--- config.mk ---
export PLATFORM = sky130hd
export DESIGN_NAME = obi_result_mailbox
export DESIGN_NICKNAME = d
export VERILOG_FILES = /design/src/rtl/obi_result_mailbox.sv
export SDC_FILE = /design/constraint.sdc
export NUM_CORES = 1
export LEC_CHECK = 0
export BUFFER_PORTS_ARGS = -buffer_cell sky130_fd_sc_hd__buf_2
export CORE_ASPECT_RATIO = 0.6
export CORE_MARGIN = 1.5
export CORE_UTILIZATION = 46
export DETAILED_ROUTE_END_ITERATION = 16
export PLACE_DENSITY_LB_ADDON = 0.1
export SLEW_MARGIN = 20
export SYNTH_ARGS = -nofsm -noshare
export SYNTH_HDL_FRONTEND = slang
export SYNTH_SLANG_ARGS = --single-unit
--- constraint.sdc ---
create_clock -name clk_i -period 2.7 [get_ports clk_i]
set_input_delay 0.54 -clock clk_i [delete_from_list [all_inputs] [get_ports clk_i]]
set_output_delay 0.54 -clock clk_i [all_outputs]
set_load 0.05 [all_outputs]
--- src/rtl/obi_result_mailbox.sv ---
// -----------------------------------------------------------------------------
// obi_result_mailbox
//
// OBI data-port slave that collects the 128-bit AES encryption and decryption
// results, which firmware stores as four 32-bit words each. Each word lands in
// its own register and the assembled results are driven out continuously. A
// per-result word mask records which words have been fully written. The
// matching valid flag rises once all four mask bits are set.
//
// Ports:
//   clk_i, rst_i        clock, synchronous active-high reset
//   data_req_i          request; the external decoder asserts it only inside
//                       this window
//   data_gnt_o          grant (always equals data_req_i)
//   data_addr_i         byte address; only the window offset bits [5:0]
//                       are decoded
//   data_we_i           write enable
//   data_be_i           byte enables
//   data_wdata_i        write data
//   data_rvalid_o       response valid, RESP_LATENCY cycles after the grant
//   data_rdata_o        read data (0 on error)
//   data_err_o          error response, qualified by data_rvalid_o
//   result_enc_o        assembled encryption result
//   result_dec_o        assembled decryption result
//   enc_valid_o         all four encryption words captured
//   dec_valid_o         all four decryption words captured
//
// Register map (byte offset from BASE_ADDR):
//   0x00..0x0C ENC word 0..3 (RW)      0x10..0x1C DEC word 0..3 (RW)
//   0x20 STATUS {dec_valid, enc_valid} (RO, a write errors)
//   0x24 CTRL (WO): bit0 clears the ENC mask, bit1 clears the DEC mask
//   0x28..0x3C and misaligned addresses: error, no state change
// -----------------------------------------------------------------------------
module obi_result_mailbox #(
    parameter logic [31:0] BASE_ADDR    = 32'h0000_8000,
    parameter int unsigned RESP_LATENCY = 1
) (
    input  logic         clk_i,
    input  logic         rst_i,
    input  logic         data_req_i,
    output logic         data_gnt_o,
    input  logic [31:0]  data_addr_i,
    input  logic         data_we_i,
    input  logic [3:0]   data_be_i,
    input  logic [31:0]  data_wdata_i,
    output logic         data_rvalid_o,
    output logic [31:0]  data_rdata_o,
    output logic         data_err_o,
    output logic [127:0] result_enc_o,
    output logic [127:0] result_dec_o,
    output logic         enc_valid_o,
    output logic         dec_valid_o
);

    // Only 1 and 2 are legal latencies; anything else behaves as 1.
    localparam int unsigned LAT = (RESP_LATENCY == 2) ? 2 : 1;

    logic [5:0]        off_s;
    logic [1:0]        word_idx_s;
    logic [25:0]       unused_addr_s;

    logic [3:0][31:0]  enc_q, enc_d;
    logic [3:0][31:0]  dec_q, dec_d;
    logic [3:0]        enc_mask_q, enc_mask_d;
    logic [3:0]        dec_mask_q, dec_mask_d;
    logic              enc_valid_q, dec_valid_q;

    logic              rsp_err_s;
    logic [31:0]       rsp_rdata_s;

    logic [LAT-1:0]        pipe_valid_q;
    logic [LAT-1:0]        pipe_err_q;
    logic [LAT-1:0][31:0]  pipe_rdata_q;

    // Byte-lane merge: only lanes with their enable set take the new data.
    function automatic logic [31:0] merge_bytes(input logic [31:0] old_word,
                                                input logic [31:0] new_word,
                                                input logic [3:0]  be);
        logic [31:0] res;
        res = old_word;
        for (int i = 0; i < 4; i++) begin
            if (be[i]) begin
                res[8*i +: 8] = new_word[8*i +: 8];
            end else begin
                res[8*i +: 8] = old_word[8*i +: 8];
            end
        end
        return res;
    endfunction

    // The window is 64-byte aligned, so the offset is the low six address
    // bits minus the low six base bits; the upper address bits are ignored.
    assign off_s         = data_addr_i[5:0] - BASE_ADDR[5:0];
    assign word_idx_s    = off_s[3:2];
    assign unused_addr_s = data_addr_i[31:6];

    assign data_gnt_o = data_req_i;

    // Address decode, register next-state and response generation.
    always_comb begin
        enc_d       = enc_q;
        dec_d       = dec_q;
        enc_mask_d  = enc_mask_q;
        dec_mask_d  = dec_mask_q;
        rsp_err_s   = 1'b0;
        rsp_rdata_s = 32'h0000_0000;
        if (data_req_i) begin
            if (off_s[1:0] != 2'b00) begin
                rsp_err_s = 1'b1;
            end else begin
                case (off_s[5:4])
                    2'b00: begin
                        if (data_we_i) begin
                            enc_d[word_idx_s] = merge_bytes(enc_q[word_idx_s], data_wdata_i, data_be_i);
                            // A full-word write into a complete set restarts capture.
                            if (data_be_i == 4'hF) begin
                                if (enc_valid_q) begin
                                    enc_mask_d = 4'b0001 << word_idx_s;
                                end else begin
                                    enc_mask_d = enc_mask_q | (4'b0001 << word_idx_s);
                                end
                            end else begin
                                enc_mask_d = enc_mask_q;
                            end
                        end else begin
                            rsp_rdata_s = enc_q[word_idx_s];
                        end
                    end
                    2'b01: begin
                        if (data_we_i) begin
                            dec_d[word_idx_s] = merge_bytes(dec_q[word_idx_s], data_wdata_i, data_be_i);
                            if (data_be_i == 4'hF) begin
                                if (dec_valid_q) begin
                                    dec_mask_d = 4'b0001 << word_idx_s;
                                end else begin
                                    dec_mask_d = dec_mask_q | (4'b0001 << word_idx_s);
                                end
                            end else begin
                                dec_mask_d = dec_mask_q;
                            end
                        end else begin
                            rsp_rdata_s = dec_q[word_idx_s];
                        end
                    end
                    2'b10: begin
                        case (off_s[3:2])
                            2'b00: begin
                                if (data_we_i) begin
                                    rsp_err_s = 1'b1;
                                end else begin
                                    rsp_rdata_s = {30'd0, dec_valid_q, enc_valid_q};
                                end
                            end
                            2'b01: begin
                                // CTRL clears masks only; captured data is kept.
                                if (data_we_i && data_be_i[0]) begin
                                    if (data_wdata_i[0]) begin
                                        enc_mask_d = 4'b0000;
                                    end else begin
                                        enc_mask_d = enc_mask_q;
                                    end
                                    if (data_wdata_i[1]) begin
                                        dec_mask_d = 4'b0000;
                                    end else begin
                                        dec_mask_d = dec_mask_q;
                                    end
                                end else begin
                                    rsp_rdata_s = 32'h0000_0000;
                                end
                            end
                            default: rsp_err_s = 1'b1;
                        endcase
                    end
                    default: rsp_err_s = 1'b1;
                endcase
            end
        end else begin
            rsp_err_s = 1'b0;
        end
    end

    // Result, mask and valid-flag registers; the flags update with the data.
    always_ff @(posedge clk_i) begin
        if (rst_i) begin
            enc_q       <= '0;
            dec_q       <= '0;
            enc_mask_q  <= 4'b0000;
            dec_mask_q  <= 4'b0000;
            enc_valid_q <= 1'b0;
            dec_valid_q <= 1'b0;
        end else begin
            enc_q       <= enc_d;
            dec_q       <= dec_d;
            enc_mask_q  <= enc_mask_d;
            dec_mask_q  <= dec_mask_d;
            enc_valid_q <= &enc_mask_d;
            dec_valid_q <= &dec_mask_d;
        end
    end

    // Response shift register; reset drops anything in flight.
    always_ff @(posedge clk_i) begin
        if (rst_i) begin
            pipe_valid_q <= '0;
            pipe_err_q   <= '0;
            pipe_rdata_q <= '0;
        end else begin
            pipe_valid_q[0] <= data_req_i;
            pipe_err_q[0]   <= rsp_err_s;
            pipe_rdata_q[0] <= rsp_rdata_s;
            for (int i = 1; i < LAT; i++) begin
                pipe_valid_q[i] <= pipe_valid_q[i-1];
                pipe_err_q[i]   <= pipe_err_q[i-1];
                pipe_rdata_q[i] <= pipe_rdata_q[i-1];
            end
        end
    end

    assign data_rvalid_o = pipe_valid_q[LAT-1];
    assign data_err_o    = pipe_err_q[LAT-1];
    assign data_rdata_o  = pipe_rdata_q[LAT-1];
    assign result_enc_o  = enc_q;
    assign result_dec_o  = dec_q;
    assign enc_valid_o   = enc_valid_q;
    assign dec_valid_o   = dec_valid_q;

endmodule

### Word-level counts from Yosys, hierarchy flattened

Index checks and enable logic that the tools add are counted.

| cells by class | value |
|---|---|
| $lt $le $gt $ge | 2 |
| equal/unequal tests | 4 |
| shifts and indexed selects | 1 |
| mux-type cells | 75 |
| bitwise gates (word level) | 4 |
| reductions and logical operators | 12 |

Operators with widths:

| cell | count |
|---|---|
| 8-bit 2-to-1 mux | 40 |
| 128-bit bitwise mux | 2 |
| 32-bit 2-to-1 mux | 5 |
| 32-bit binary-select mux with 2-bit select | 2 |
| 32-bit case mux with 3 select lines | 1 |
| 32-bit demux with 2-bit select | 1 |
| 4-bit 2-to-1 mux | 16 |
| 4-bit case mux with 2 select lines | 2 |
| 4-bit AND reduction | 4 |
| 4-bit OR | 2 |
| 2-bit by 1-bit equality test with 1-bit output (second input constant) | 2 |
| 4-bit equality test (second input constant) | 1 |
| 2-bit zero test | 2 |
| 2-bit 2-to-1 mux | 2 |
| 1-bit case mux with 2 select lines | 2 |
| 2-bit OR reduction | 2 |
| 1-bit by 2-bit left shift with 4-bit output (first input constant) | 1 |
| 2-bit by 3-bit less-than comparator with 1-bit output (second input constant) | 1 |
| 3-bit OR reduction | 1 |
| 2-bit equality test (second input constant) | 1 |
| 2-bit by 1-bit >= comparator with 1-bit output (second input constant) | 1 |
| 1-bit logical AND | 2 |
| 1-bit 2-to-1 mux | 2 |
| 1-bit NOT | 2 |
| 2-bit nonzero test | 1 |

| storage, ports and cells | value |
|---|---|
| register bits after elaboration | 300 |
| bits of input ports | 72 |
| output and inout port bits | 293 |
| word-level logic and storage cells | 113 |

### Logic depth before layout (Yosys ltp)

| logic depth | value |
|---|---|
| depth in word-level cells | 9 |
| depth in mapped cells | 8 |
| mapped depth without buffers | 7 |

### Least setup slack after synthesis

No wires, ideal clock.

| timing | value |
|---|---|
| path type | input to register |
| from | input data_addr_i[4] |
| to | register enc_q, in the netlist result_enc_o[20] |
| setup time | 0.086 ns |
| arrival time | 1.968 ns |
| data required time | 2.614 ns |
| setup slack | 0.646 ns |
| cell stages on the path | 8 |
| path buffers | 2 |
| cells stage by stage | inv_1 ha_1 clkbuf_1 nand3_4 nor3_4 buf_2 nor2_1 a211oi_1 |

| between the ends | value |
|---|---|
| longest elaborated chain between the ends | 2 |

RTL lines:

| what | RTL line | RTL |
|---|---|---|
| start, declared | 42 | `input logic [31:0] data_addr_i,` |
| 2-bit zero test | 111 | `case (off_s[5:4])` |
| 4-bit AND reduction (no source line) | - |  |
| end signal, assigned | 192 | `enc_q <= enc_d;` |
| end, declared | 62 | `logic [3:0][31:0] enc_q, enc_d;` |

Every way passes these cells.
A chain may end at the register's enable or synchronous reset.

### Worst setup path after layout

| timing | value |
|---|---|
| from | input data_addr_i[2] |
| to | register dec_q, in the netlist result_dec_o[8] |

| between the ends | value |
|---|---|
| longest elaborated chain between the ends | 8 |
| elaborated cells on any way between the ends | 13 |
| those cells by class | order compare (2); mux (10); reduce/logical (1) |

RTL lines:

| what | RTL line | RTL |
|---|---|---|
| 32-bit binary-select mux with 2-bit select | 131 | `dec_d[word_idx_s] = merge_bytes(dec_q[word_idx_s], data_wdata_i, data_be_i);` |
| 32-bit 2-to-1 mux (implied by the code) | 131 |  |
| 8-bit 2-to-1 mux | 82 | `if (be[i]) begin` |
| 8-bit 2-to-1 mux | 130 | `if (data_we_i) begin` |
| 8-bit 2-to-1 mux | 111 |  |
| 8-bit 2-to-1 mux | 108 | `if (off_s[1:0] != 2'b00) begin` |
| 8-bit 2-to-1 mux | 107 | `if (data_req_i) begin` |
| 128-bit bitwise mux (*) | 131 |  |
| end signal, assigned | 186 | `dec_q <= '0;` |
| end signal, assigned | 193 | `dec_q <= dec_d;` |
| end, declared | 63 | `logic [3:0][31:0] dec_q, dec_d;` |

Mark *: on every way between the ends. The rest lies on a longest branch, timed or not. The select of a mux whose other input is x is not followed.

==> out/qor.tcl <==
set qor(clkSinkCount) 300
set qor(min_from) {rst_i}
set qor(die_h_um) 130
set qor(areaGrowthSynthToFinish_pct) 26.3
set qor(rsz0062_at_grt) {false}
set qor(synth.distinct_cells) 38
set qor(largest_stage_delay_on_the_critical_path_ps) 610
set qor(power_frac_seq) 0.486
set qor(netSwitchingPower_mw) 2.20
set qor(post_route_hold_slack_ps) 244
set qor(floorplan.initialDensity) 0.469
set qor(power.leakage_nw) 6.25
set qor(grt_antenna_before_repair) 0
set qor(port-buffer-count) 338
set qor(floorplan.die.width_um) 215
set qor(cts_tree) {built}
set qor(report.final.slew_viol_count) 0
set qor(place_worst_setup_slack_ps) 263
set qor(synthesis.nets) 1276
set qor(whs_path_depth) 2
set qor(drt_antenna_net_count) 0
set qor(final-hold-violation-count) 0
set qor(wire_per_inst_um) 22.5
set qor(endpoint_type_of_the_worst_setup_path) {flip-flop}
set qor(clk_latency_ps) 550
set qor(drt_pass1_iterations) 5
set qor(final_critical_path_setup_slack_ps) 821
set qor(synth-warning-count) 0
set qor(global_route.usage.total) 0.291
set qor(slew_headroom) 0.510
set qor(worstSetupPathType) {in2reg}
set qor(floorplan.die_area_um2) 28000
set qor(required_time_worst_endpoint_ps) 3100
set qor(timing.critical_path.arrival_ps) 2280
set qor(drive_above_1_share) 0.340
set qor(placed_cell_area_um2) 14700
set qor(detailedRoute.firstIterationViolations) 1049
set qor(post-route-cell-area_um2) 15600
set qor(fin_nets) 1583
set qor(fp.coreArea_um2) 26400
set qor(timing_worst_slew_pin_value_ps) 735
set qor(clkPwrFrac) 0.445
set qor(cell_by_cell_trace_of_the_critical_path) {buf_4 > buf_4 > mux4_2 > mux2i_1 > a211oi_1}
set qor(reg2regPathDepth) 3
set qor(htree_levels) 1
set qor(synth_flop_cell) {dfxtp_1}
set qor(grt_pass1_wl_um) 61800
set qor(critical_path.startpoint_type) {input port}
set qor(grt_pass1_vias) 9348
set qor(post_cts_hold_buffers) 0
set qor(power.share.combinational) 0.069
set qor(crit_path_max_fanout) 18
set qor(totalPowerFinal_mw) 9.16
set qor(max_freq_mhz) 532
set qor(p_per_area_nw_per_um2) 585
set qor(worst_clock_skew_ps) 11.4
set qor(period_utilization_post_route) 0.696
set qor(run_status) {complete, no violations}
set qor(cpMostUsedCell) {buf_4}
set qor(fin_setup_tns_ps) 0
set qor(finalSetupViolations) 0
set qor(cts_repair_resize_count) 0
set qor(crit_path_start) {data_addr_i[2]}
set qor(vias_per_cell) 5.72
set qor(pin_count) 365
set qor(final_period_minus_worst_setup_slack_ps) 1880
set qor(vias) 10800
set qor(cpMaxStageDelayCell) {mux4_2}
set qor(cts-buffers-inserted) 29
set qor(cts.clk_slew.worst_paths_ps) 60
set qor(power_report.internal_total_mw) 6.96
set qor(maxCapViolCount) 0
set qor(max-clock-path-buffers) 3
set qor(dp_hpwl_um) 30600
set qor(ys_ff_latch) 300
set qor(power.switching_fraction) 0.240
set qor(grt_overflow_total) 0
set qor(insertedDiodeCount) 0
set qor(hold_path_class) {in2reg}
set qor(power.ir.vdd_worst_mv) 0.528
set qor(postCtsSetupBuffers) 0
set qor(post_synth_instance_area_um2) 12400
set qor(seq_area_frac_synth) 0.485
set qor(syn-instance-count) 1200
set qor(wirelength_um) 42500
set qor(async_reset_ff_frac) 0
set qor(worst_r2r_startpoint) {result_enc_o[125]}
set qor(floorplan.rows) 46
set qor(place.gp.congestion) 0.877
set qor(grt_start_max_net_pins) 143
set qor(detail_route.drc_violations) 0
set qor(clk_root_buffer_cell) {clkbuf_16}
set qor(synth_edf_count) 0
set qor(syn_avg_cell_area_um2) 10.3
-- per-layer routing --
layer,share of wire,GRT usage
met5,0,0
met2,0.39,0.370
met4,0.019,0.0522
met3,0.091,0.0746
met1,0.50,0.478
-- registers in the layout, summed over array words and instances, names as in the netlist --
name           flops
enc_mask_q         4
result_dec_o     128
result_enc_o     128
dec_valid_o        1
dec_mask_q         4
enc_valid_o        1
data_rdata_o      32
data_err_o         1
data_rvalid_o      1
-- stage by stage --
step | utilization | instances
CTS | 0.592 | 1888
global route | 0.592 | 1888
global placement | 0.556 | 1836
floorplan | - | 1200
detailed placement | 0.556 | 1836
finish | 0.592 | 1888
-- power by group through the flow --
| stage | registers (mW) | clock network (mW) | logic (mW) |
|---|---|---|---|
| after detailed placement | 4.55 | 0 | 0.617 |
| after global placement | 4.55 | 0 | 0.616 |
| after floorplan | 4.61 | 0 | 0.326 |
| after global routing | 4.45 | 4.35 | 0.662 |
| final | 4.45 | 4.08 | 0.628 |
| after CTS | 4.45 | 4.14 | 0.619 |
-- synth_stat cells (3+ instances only) --
| master | count | area (um^2) |
|---|---|---|
| ha_1 | 4 | 50.1 |
| nand4_1 | 3 | 18.8 |
| dfxtp_1 | 300 | 6010 |
| nor2_1 | 300 | 1130 |
| inv_1 | 5 | 18.8 |
| nand2_1 | 3 | 11.3 |
| mux2i_1 | 64 | 641 |
| a21oi_1 | 4 | 20.0 |
| buf_2 | 43 | 215 |
| a22oi_1 | 35 | 263 |
| a211oi_1 | 257 | 1930 |
| o21ai_0 | 4 | 20.0 |
| buf_1 | 4 | 15.0 |
| nor2b_1 | 4 | 25.0 |
| clkbuf_1 | 67 | 251 |
| mux4_2 | 64 | 1440 |
| nand3_1 | 7 | 35.0 |
| nor2_4 | 4 | 45.0 |
-- layout by cell type (no fill, tap or decap), drive strengths merged, types with 4 or more instances in the layout --
cell	Yosys	layout
a22oi	35	35
clkinv	0	9
a21oi	4	4
nor2	306	306
clkbuf	68	43
buf	49	392
a211oi	257	257
dfxtp	300	300
o21ai	4	4
mux4	64	64
nand3	9	9
nor2b	4	4
inv	5	5
mux2i	64	64
ha	4	4
-- worst max-delay path, delay by kind of cell --
family | cells | cell delay, ps
buffers and inverters | 2 | 630
AOI/OAI and AO/OA | 1 | 130
muxes | 2 | 970
-- final cells by class --
| type | instances | area [um^2] |
|---|---|---|
| clock buffers | 42 | 865 |
| clock inverters | 10 | 90.1 |
| fillers | 2275 | 10800 |
| inverters | 5 | 18.8 |
| multi-input cells | 778 | 5890 |
| flip-flops and latches | 300 | 6010 |
| well taps | 360 | 450 |
| repair buffers | 393 | 2330 |
-- logic make-up after synthesis --
kind of cell / share of synthesized area
AOI/OAI and AO/OA: 0.186
adders and majority gates: 0.00404
buffers and inverters: 0.0420
DFF: 0.485
muxes: 0.169
and+or+nand+nor: 0.115
-- final timing paths --
| path | slack (ps) | to |
|---|---|---|
| worst min-delay path | 240 | data_rvalid_o |
| worst max-delay path | 820 | result_dec_o[8] |
| worst min register to register | 500 | enc_mask_q[3] |
| worst max register to register | 1110 | result_enc_o[93] |
(Power assumes the default switching activity.)
